File: src/rtl/ans_ht_ltf_replay.sv
// ans_ht_ltf_replay
//   Buffers one HT-LTF time-domain symbol from an external combinational ROM,
//   waits an emulated compute latency, then on request replays the symbol
//   num_ltf times on an AXI-Stream style output, each repetition preceded by
//   its cyclic prefix (the last CP_LEN samples of the symbol).
//
// Ports
//   clk        in   clock, rising edge
//   reset      in   asynchronous active-high reset
//   start      in   one-cycle burst request (accepted only in IDLE)
//   num_ltf    in   repetition count, sampled with start (1..MAX_REP)
//   abort      in   synchronous cancel of any burst
//   rom_addr   out  symbol ROM address during LOAD, zero otherwise
//   rom_data   in   ROM sample for rom_addr, same cycle
//   ready_out  out  symbol buffered and latency elapsed, awaiting go
//   go         in   level request to start streaming (READY only)
//   o_tdata    out  output sample, zero when o_tvalid is low
//   o_tvalid   out  output valid
//   o_tready   in   downstream ready
//   o_tlast    out  final sample of the final repetition
//   busy       out  high in every state except IDLE
//   err        out  one-cycle pulse on a rejected start
module ans_ht_ltf_replay #(
    parameter int DW       = 32,
    parameter int SYM_LEN  = 64,
    parameter int CP_LEN   = 16,
    parameter int MAX_REP  = 4,
    parameter int WAIT_CYC = 300
) (
    input  logic                       clk,
    input  logic                       reset,
    input  logic                       start,
    input  logic [2:0]                 num_ltf,
    input  logic                       abort,
    output logic [$clog2(SYM_LEN)-1:0] rom_addr,
    input  logic [DW-1:0]              rom_data,
    output logic                       ready_out,
    input  logic                       go,
    output logic [DW-1:0]              o_tdata,
    output logic                       o_tvalid,
    input  logic                       o_tready,
    output logic                       o_tlast,
    output logic                       busy,
    output logic                       err
);

    localparam int AW = $clog2(SYM_LEN);
    localparam int WW = $clog2(WAIT_CYC) + 1;
    localparam logic [AW-1:0] CP_START = AW'(SYM_LEN - CP_LEN);
    localparam logic [AW-1:0] LAST_IDX = AW'(SYM_LEN - 1);
    localparam logic [WW-1:0] WAIT_END = WW'(WAIT_CYC - 1);

    typedef enum logic [2:0] {
        S_IDLE,
        S_LOAD,
        S_WAIT,
        S_READY,
        S_CP,
        S_BODY
    } state_t;

    state_t          state_q, state_d;
    logic [AW-1:0]   load_q, load_d;
    logic [WW-1:0]   wait_q, wait_d;
    logic [AW-1:0]   idx_q, idx_d;
    logic [2:0]      rep_q, rep_d;
    logic [2:0]      num_q, num_d;
    logic            ready_q, ready_d;
    logic            tvalid_q, tvalid_d;
    logic            tlast_q, tlast_d;
    logic            busy_q, busy_d;
    logic            err_q, err_d;
    logic [DW-1:0]   buf_q [SYM_LEN];

    logic beat;
    logic start_ok;
    logic [2:0] rep_inc;

    assign beat     = tvalid_q & o_tready;
    assign start_ok = (num_ltf != 3'd0) && (32'(num_ltf) <= 32'(MAX_REP));
    assign rep_inc  = rep_q + 3'd1;

    // State and counter registers
    always_ff @(posedge clk or posedge reset) begin
        if (reset) begin
            state_q  <= S_IDLE;
            load_q   <= '0;
            wait_q   <= '0;
            idx_q    <= '0;
            rep_q    <= '0;
            num_q    <= '0;
            ready_q  <= 1'b0;
            tvalid_q <= 1'b0;
            tlast_q  <= 1'b0;
            busy_q   <= 1'b0;
            err_q    <= 1'b0;
        end else begin
            state_q  <= state_d;
            load_q   <= load_d;
            wait_q   <= wait_d;
            idx_q    <= idx_d;
            rep_q    <= rep_d;
            num_q    <= num_d;
            ready_q  <= ready_d;
            tvalid_q <= tvalid_d;
            tlast_q  <= tlast_d;
            busy_q   <= busy_d;
            err_q    <= err_d;
        end
    end

    // Symbol buffer; no reset, contents persist until the next LOAD
    always_ff @(posedge clk) begin
        if (state_q == S_LOAD) begin
            buf_q[load_q] <= rom_data;
        end
    end

    // Next-state and counter logic
    always_comb begin
        state_d = state_q;
        load_d  = load_q;
        wait_d  = wait_q;
        idx_d   = idx_q;
        rep_d   = rep_q;
        num_d   = num_q;

        if (abort && (state_q != S_IDLE)) begin
            state_d = S_IDLE;
            load_d  = '0;
            wait_d  = '0;
            idx_d   = '0;
            rep_d   = '0;
        end else begin
            case (state_q)
                S_IDLE: begin
                    if (start && !abort && start_ok) begin
                        state_d = S_LOAD;
                        num_d   = num_ltf;
                        load_d  = '0;
                        wait_d  = '0;
                        idx_d   = '0;
                        rep_d   = '0;
                    end
                end
                S_LOAD: begin
                    // load counter wraps back to zero as LOAD ends
                    load_d = load_q + 1'b1;
                    if (load_q == LAST_IDX) begin
                        state_d = S_WAIT;
                        wait_d  = '0;
                    end
                end
                S_WAIT: begin
                    if (wait_q == WAIT_END) begin
                        state_d = S_READY;
                        wait_d  = '0;
                    end else begin
                        wait_d = wait_q + 1'b1;
                    end
                end
                S_READY: begin
                    if (go) begin
                        state_d = S_CP;
                        idx_d   = CP_START;
                    end
                end
                S_CP: begin
                    // CP indices run to SYM_LEN-1 and wrap to 0 for BODY
                    if (beat) begin
                        idx_d = idx_q + 1'b1;
                        if (idx_q == LAST_IDX) begin
                            state_d = S_BODY;
                        end
                    end
                end
                S_BODY: begin
                    if (beat) begin
                        if (idx_q == LAST_IDX) begin
                            if (rep_inc < num_q) begin
                                state_d = S_CP;
                                idx_d   = CP_START;
                                rep_d   = rep_inc;
                            end else begin
                                state_d = S_IDLE;
                                idx_d   = '0;
                                rep_d   = '0;
                            end
                        end else begin
                            idx_d = idx_q + 1'b1;
                        end
                    end
                end
                default: begin
                    state_d = S_IDLE;
                end
            endcase
        end
    end

    // Registered output next values, derived from the upcoming state
    always_comb begin
        busy_d   = (state_d != S_IDLE);
        ready_d  = (state_d == S_READY);
        tvalid_d = (state_d == S_CP) || (state_d == S_BODY);
        tlast_d  = (state_d == S_BODY) && (idx_d == LAST_IDX) &&
                   (rep_d == (num_d - 3'd1));
        err_d    = (state_q == S_IDLE) && start && !abort && !start_ok;
    end

    assign rom_addr  = load_q;
    assign o_tdata   = tvalid_q ? buf_q[idx_q] : '0;
    assign o_tvalid  = tvalid_q;
    assign o_tlast   = tlast_q;
    assign ready_out = ready_q;
    assign busy      = busy_q;
    assign err       = err_q;

endmodule

File: config.mk
export PLATFORM = sky130hd
export DESIGN_NAME = ans_ht_ltf_replay
export DESIGN_NICKNAME = d
export VERILOG_FILES = /design/src/rtl/ans_ht_ltf_replay.sv
export SDC_FILE = /design/constraint.sdc
export NUM_CORES = 2
export LEC_CHECK = 0
export BUFFER_PORTS_ARGS = -buffer_cell sky130_fd_sc_hd__buf_2
export CAP_MARGIN = 5
export CORE_ASPECT_RATIO = 2
export CORE_MARGIN = 5
export CORE_UTILIZATION = 60
export CTS_CLUSTER_SIZE = 28
export DETAILED_ROUTE_END_ITERATION = 6
export PLACE_DENSITY = 0.77
export SKIP_CTS_REPAIR_TIMING = 1
export SYNTH_ARGS = -nofsm -noshare
export SYNTH_HDL_FRONTEND = slang
export SYNTH_SLANG_ARGS = --single-unit
File: constraint.sdc
create_clock -name clk -period 5.56 [get_ports clk]
set_clock_uncertainty 0.2 [all_clocks]
set_input_delay 0.834 -clock clk [delete_from_list [all_inputs] [get_ports clk]]
set_output_delay 0.834 -clock clk [all_outputs]
set_load 0.05 [all_outputs]
# Word level (Yosys, flattened, before mapping)
# Memory sizes are Yosys's and may differ from the RTL's.
# Index checks and enable logic that the tools add are counted.
dict set report classes {
  reduce_logical 20
  magnitude_cmp 2
  n_mux 39
  eq_ne 15
  bitwise 1
  addsub 5
}
# cell n
set ops {}
lappend ops {{2-to-1 mux 3 bit} 18}
lappend ops {{2-to-1 mux 6 bit} 9}
lappend ops {{2-to-1 mux 10 bit} 4}
lappend ops {{2-to-1 mux 32 bit} 1}
lappend ops {{one-hot mux 10 bit (3 select lines)} 1}
lappend ops {{one-hot mux 6 bit (4 select lines)} 1}
lappend ops {{== test 6 bit, second input constant} 3}
lappend ops {{one-hot mux 3 bit (6 select lines)} 1}
lappend ops {{adder 6 x 1 -> 6 bit, second input constant} 2}
lappend ops {{== test 3 bit, second input constant} 4}
lappend ops {{one-hot mux 6 bit (2 select lines)} 1}
lappend ops {{nonzero test 3 bit} 4}
lappend ops {{adder 10 x 1 -> 10 bit, second input constant} 1}
lappend ops {{== test 10 x 9 -> 1 bit, second input constant} 1}
lappend ops {{== test 3 x 2 -> 1 bit, second input constant} 3}
lappend ops {{logical AND 1 bit} 9}
lappend ops {{one-hot mux 3 bit (2 select lines)} 1}
lappend ops {{nonzero test 4 bit} 1}
lappend ops {{adder 3 x 1 -> 3 bit, second input constant} 1}
lappend ops {{== test 3 x 1 -> 1 bit, second input constant} 1}
lappend ops {{== test 3 bit} 1}
lappend ops {{less-or-equal comparator 3 bit, second input constant} 1}
lappend ops {{zero test 3 bit} 1}
lappend ops {{< comparator 3 bit} 1}
lappend ops {{other kinds (9)} 11}
dict set report totals {
  reg_bits 36
  output_inout_bits 43
  mem_count 1
  mem_bits_rw 2048
  input_bits 41
  elab_cells 94
}
# memory depth word_bits rd rd_clocked_by_memory_dff write_ports line_no
set memory_table {}
lappend memory_table {buf_q 64 32 1 0 1 73} ;# logic [DW-1:0] buf_q [SYM_LEN];

# Depth between registers and ports, before layout
dict set report depth {
  ltp_word 10
  mapped_depth 11
}

# Least setup slack after synthesis
# Ideal clock, no wire load.
dict set report synth_timing {
  path_kind {register to output}
  startpoint {register idx_q[1]}
  endpoint {output port o_tdata[0]}
  t_arrival_ns 2.712
  n_path_buf 4
  path_stages_with_launch 10
  path_slack_ns 1.814
  path_cell_list {dfrtp_1 buf_2 buf_2 buf_1 buf_1 mux4_2 o22ai_1 a211oi_1 a21oi_1 o22ai_1}
}
dict set report synth_via {
  elab_chain_cells 2
}
# item line_no
set synth_rtl {}
lappend synth_rtl {{start: declaration} 65} ;# logic [AW-1:0] idx_q, idx_d;
lappend synth_rtl {{start signal: assignment} 101} ;# idx_q <= idx_d;
lappend synth_rtl {{memory (64 x 32 bit)} n/a}
lappend synth_rtl {{2-to-1 mux 32 bit} 212} ;# assign o_tdata = tvalid_q ? buf_q[idx_q] : '0;
lappend synth_rtl {{end: declaration} 39} ;# output logic [DW-1:0] o_tdata,
# Every way passes these cells.

# Worst setup path after layout
dict set report layout_timing {
  startpoint {register idx_q[1]}
  endpoint {output port o_tdata[2]}
}
# The elaborated chain is that of the path after synthesis.

==> metrics.md <==
| Metric | Value |
|---|---|
| Worst-margin pin slew | `1.28 ns` |
| Die Y | `about 530 µm` |
| Hold WS | `between 0.1 and 0.15 ns` |
| Main synth FF type | `edfxtp_1` |
| Drt first pass iters | `6` |
| Global-route wire length before repair | `around 290 mm` |
| Layout area overhead | `11.4%` |
| Metal-1 WL | `approximately 67 mm` |
| Die W | `269 µm` |
| Num rows | `190` |
| Met3 WL post-DR | `19.4 mm` |
| Max IR drop VDD | `0.242 mV` |
| Syn_area_per_cell | `roughly 22 µm²` |
| GRT Total Usage | `roughly 29%` |
| Die area | `0.142 mm²` |
| Startpoint Class | `flip-flop` |
| Crit path DAT | `between 4 and 5 ns` |
| Post-DP Area | `0.0840 mm²` |
| DP Worst Slack | `about 0.74 ns` |
| Synth unique cells | `60` |
| TritonCTS clock tree | `yes` |
| Cell Area, Synth | `0.0803 mm²` |
| Final min period | `5.36 ns` |
| Pin count of the biggest net entering global routing | `97` |
| Core area | `roughly 0.13 mm²` |
| Crit-path cells | `nand2b_4, buf_4, o221ai_1, o22ai_1, a21oi_1, a21oi_1, o22ai_1, buf_2` |
| Dpl hpwl | `between 100 and 150 mm` |
| Remaining DRCs | `0` |
| IO buf count | `between 80 and 90` |
| Antenna Violating Nets Remaining | `0` |
| CP max stage cell | `dfrtp_4` |
| Fin area | `0.0895 mm²` |
| Seq pwr share | `57.6%` |
| Worst-path fanout max | `44` |
| Clock share of power | `around two fifths` |
| Layout cells sized above 1 | `between 20% and 30%` |
| Worst-path clk slew | `roughly 0.070 ns` |
| Crit path max-delay family | `compound AO/OA/AOI/OAI gates` |
| Combinational Power Share | `3.2%` |
| Final period utilization | `roughly 96%` |
| Final hold violations | `0` |
| Critical path class | `reg2out` |
| Switch share | `20.3%` |
| Internal cell power | `roughly 24 mW` |
| Outcome | `completed` |
| Worst setup margin | `0.203 ns` |
| Crit end category | `output port` |
| Initial antenna violation count | `9` |
| Worst path required time | `roughly 4.5 ns` |
| Ys async rst share | `between 1.5 and 2%` |
| Later-pin clock latency in the skew report | `approximately 0.80 ns` |
| Initial core utilization | `about 60%` |
| Final nets | `between 3k and 4k` |
| Relative slew slack | `~14%` |
| Cts bufs inserted | `170` |
| Max stage delay on crit path | `roughly 0.66 ns` |
| Grt total ovfl | `0` |
| Routed via count | `about 41k` |
| RSZ-0062 raised after global routing | `no` |
| Number of global-route vias before repair | `between 40k and 50k` |
| WL final | `204 mm` |
| NetSw | `6.17 mW` |
| Final max-slew violation count | `0` |
| Max Fclk | `around 0.19 GHz` |
| Setup-failing EPs final | `0` |
| # H-tree levels | `4` |
| Syn Inst Count | `3701` |
| Setup tns final | `0 ns` |
| Top sig layer | `met4` |
| Syn Nets | `roughly 3.7k` |
| Vias per cell | `7.06` |
| Yosys reg bits | `approximately 2.1k` |
| IO Count | `84` |
| Iter 0 DRT Violations | `5562` |
| Min-Delay Path Class | `in2reg` |
| Clock root cell | `clkbuf_16` |
| Num Clock Sinks | `approximately 2.1k` |
| Maximum root-to-sink buffer count | `4` |
| Post-synth EDFFs | `roughly 2.0k` |
| Seq/Total Area, Yosys | `about 78%` |
| Static Leak | `around 27 nW` |
| MaxCap Viol Count | `0` |
| Cell Pwr Density | `340 mW/mm²` |
| GP Congestion | `slightly above 0.8` |
| Metal2 WL | `about 110 mm` |
| Ys Warns | `0` |
| WL per Instance | `between 30 and 40 µm` |
| Overall power | `between 30 and 40 mW` |
| Buf+Inv Stages, Crit Path | `2` |
per-stage QoR:
stage	cells	utilization [%]
finish	5764	67.0
CTS	5754	66.9
global placement	5458	62.9
detailed placement	5458	62.9
floorplan	3701	-
global route	5763	67.0
layer usage:
layer  vias up  track usage, %
met4         0            13.1
met2      2827            49.8
met3       575            4.63
li1      16100               -
met1     21200            36.8
met5         -               0
kinds of logic after synthesis:
group	synth area share, %
compound gates	3.68
xor+xnor	0.0436
fa+ha+maj	0.109
buf+inv	1.19
flops	77.7
mux	15.4
simple gates	1.82
layout by cell type, fill, tap and decap left out, types with 32 or more instances in the layout:
cell / instances
buf_2: 83
buf_4: 137
clkbuf_1: 35
o22ai_1: 73
a21oi_1: 50
mux2i_1: 213
nand2_1: 85
mux4_2: 455
nand3_1: 32
edfxtp_1: 2048
a22oi_1: 41
o21ai_0: 48
o221ai_1: 98
clkinv_1: 36
nor2_4: 66
clkbuf_16: 174
a211oi_1: 32
worst paths after layout:
check,start,endpoint,slack (ns),cells past startpoint
setup / recovery,idx_q[1],o_tdata[2],0.20,8
hold / removal,num_ltf[2],num_q[2],0.14,2
setup reg to reg,state_q[2],buf_q[14][10],1.58,6
hold reg to reg,wait_q[9],wait_q[9],0.29,1
max in group asynchronous,reset,idx_q[1],4.25,4
min in group asynchronous,reset,ready_out,0.50,4
power groups by stage:
stage	registers (mW)	clock network, mW	logic (mW)
2_1_floorplan	17.9	0	0.439
3_3_place_gp	17.9	0	0.942
3_5_place_dp	17.9	0	0.977
4_1_cts	17.5	12.0	0.984
5_1_grt	17.5	12.7	1.05
6_report	17.5	11.9	0.988
synthesized netlist by cell type, types with 7 or more instances:
| master | n | area [µm²] |
|---|---|---|
| nor2b_1 | 12 | 75.1 |
| buf_1 | 26 | 97.6 |
| o221ai_1 | 98 | 858 |
| mux4_2 | 455 | 10200 |
| a221o_1 | 18 | 180 |
| and2_1 | 11 | 68.8 |
| ha_1 | 7 | 87.6 |
| clkbuf_1 | 112 | 420 |
| or2_2 | 7 | 43.8 |
| inv_1 | 8 | 30.0 |
| mux2i_1 | 213 | 2130 |
| nand3_1 | 32 | 160 |
| or3_1 | 7 | 43.8 |
| a22o_1 | 22 | 193 |
| a211oi_1 | 32 | 240 |
| o22ai_1 | 73 | 457 |
| nand2_1 | 86 | 323 |
| a22oi_1 | 41 | 308 |
| edfxtp_1 | 2048 | 61500 |
| o21ai_0 | 48 | 240 |
| dfrtp_1 | 36 | 901 |
| nand2b_1 | 7 | 43.8 |
| buf_4 | 8 | 60.1 |
| nor3_1 | 9 | 45.0 |
| nor2_1 | 93 | 349 |
| o31ai_1 | 8 | 60.1 |
| buf_2 | 69 | 345 |
| a21oi_1 | 50 | 250 |
registers in the layout, summed over array words and instances (netlist names), 3 cells and up:
register  cells
idx_q         6
state_q       3
num_q         3
rep_q         3
buf_q      2048
wait_q       10
rom_addr      6
final cells by class:
cell class	instances	area, µm²
multi-input combinational	1394	17500
timing repair buffer	250	2030
clock buffer	209	4490
clock inverter	87	877
inverter	8	30.0
antenna	4	10.0
fill	7966	44100
tap	1728	2160
sequential	2084	62400
Power figures use the tool's default switching activity.
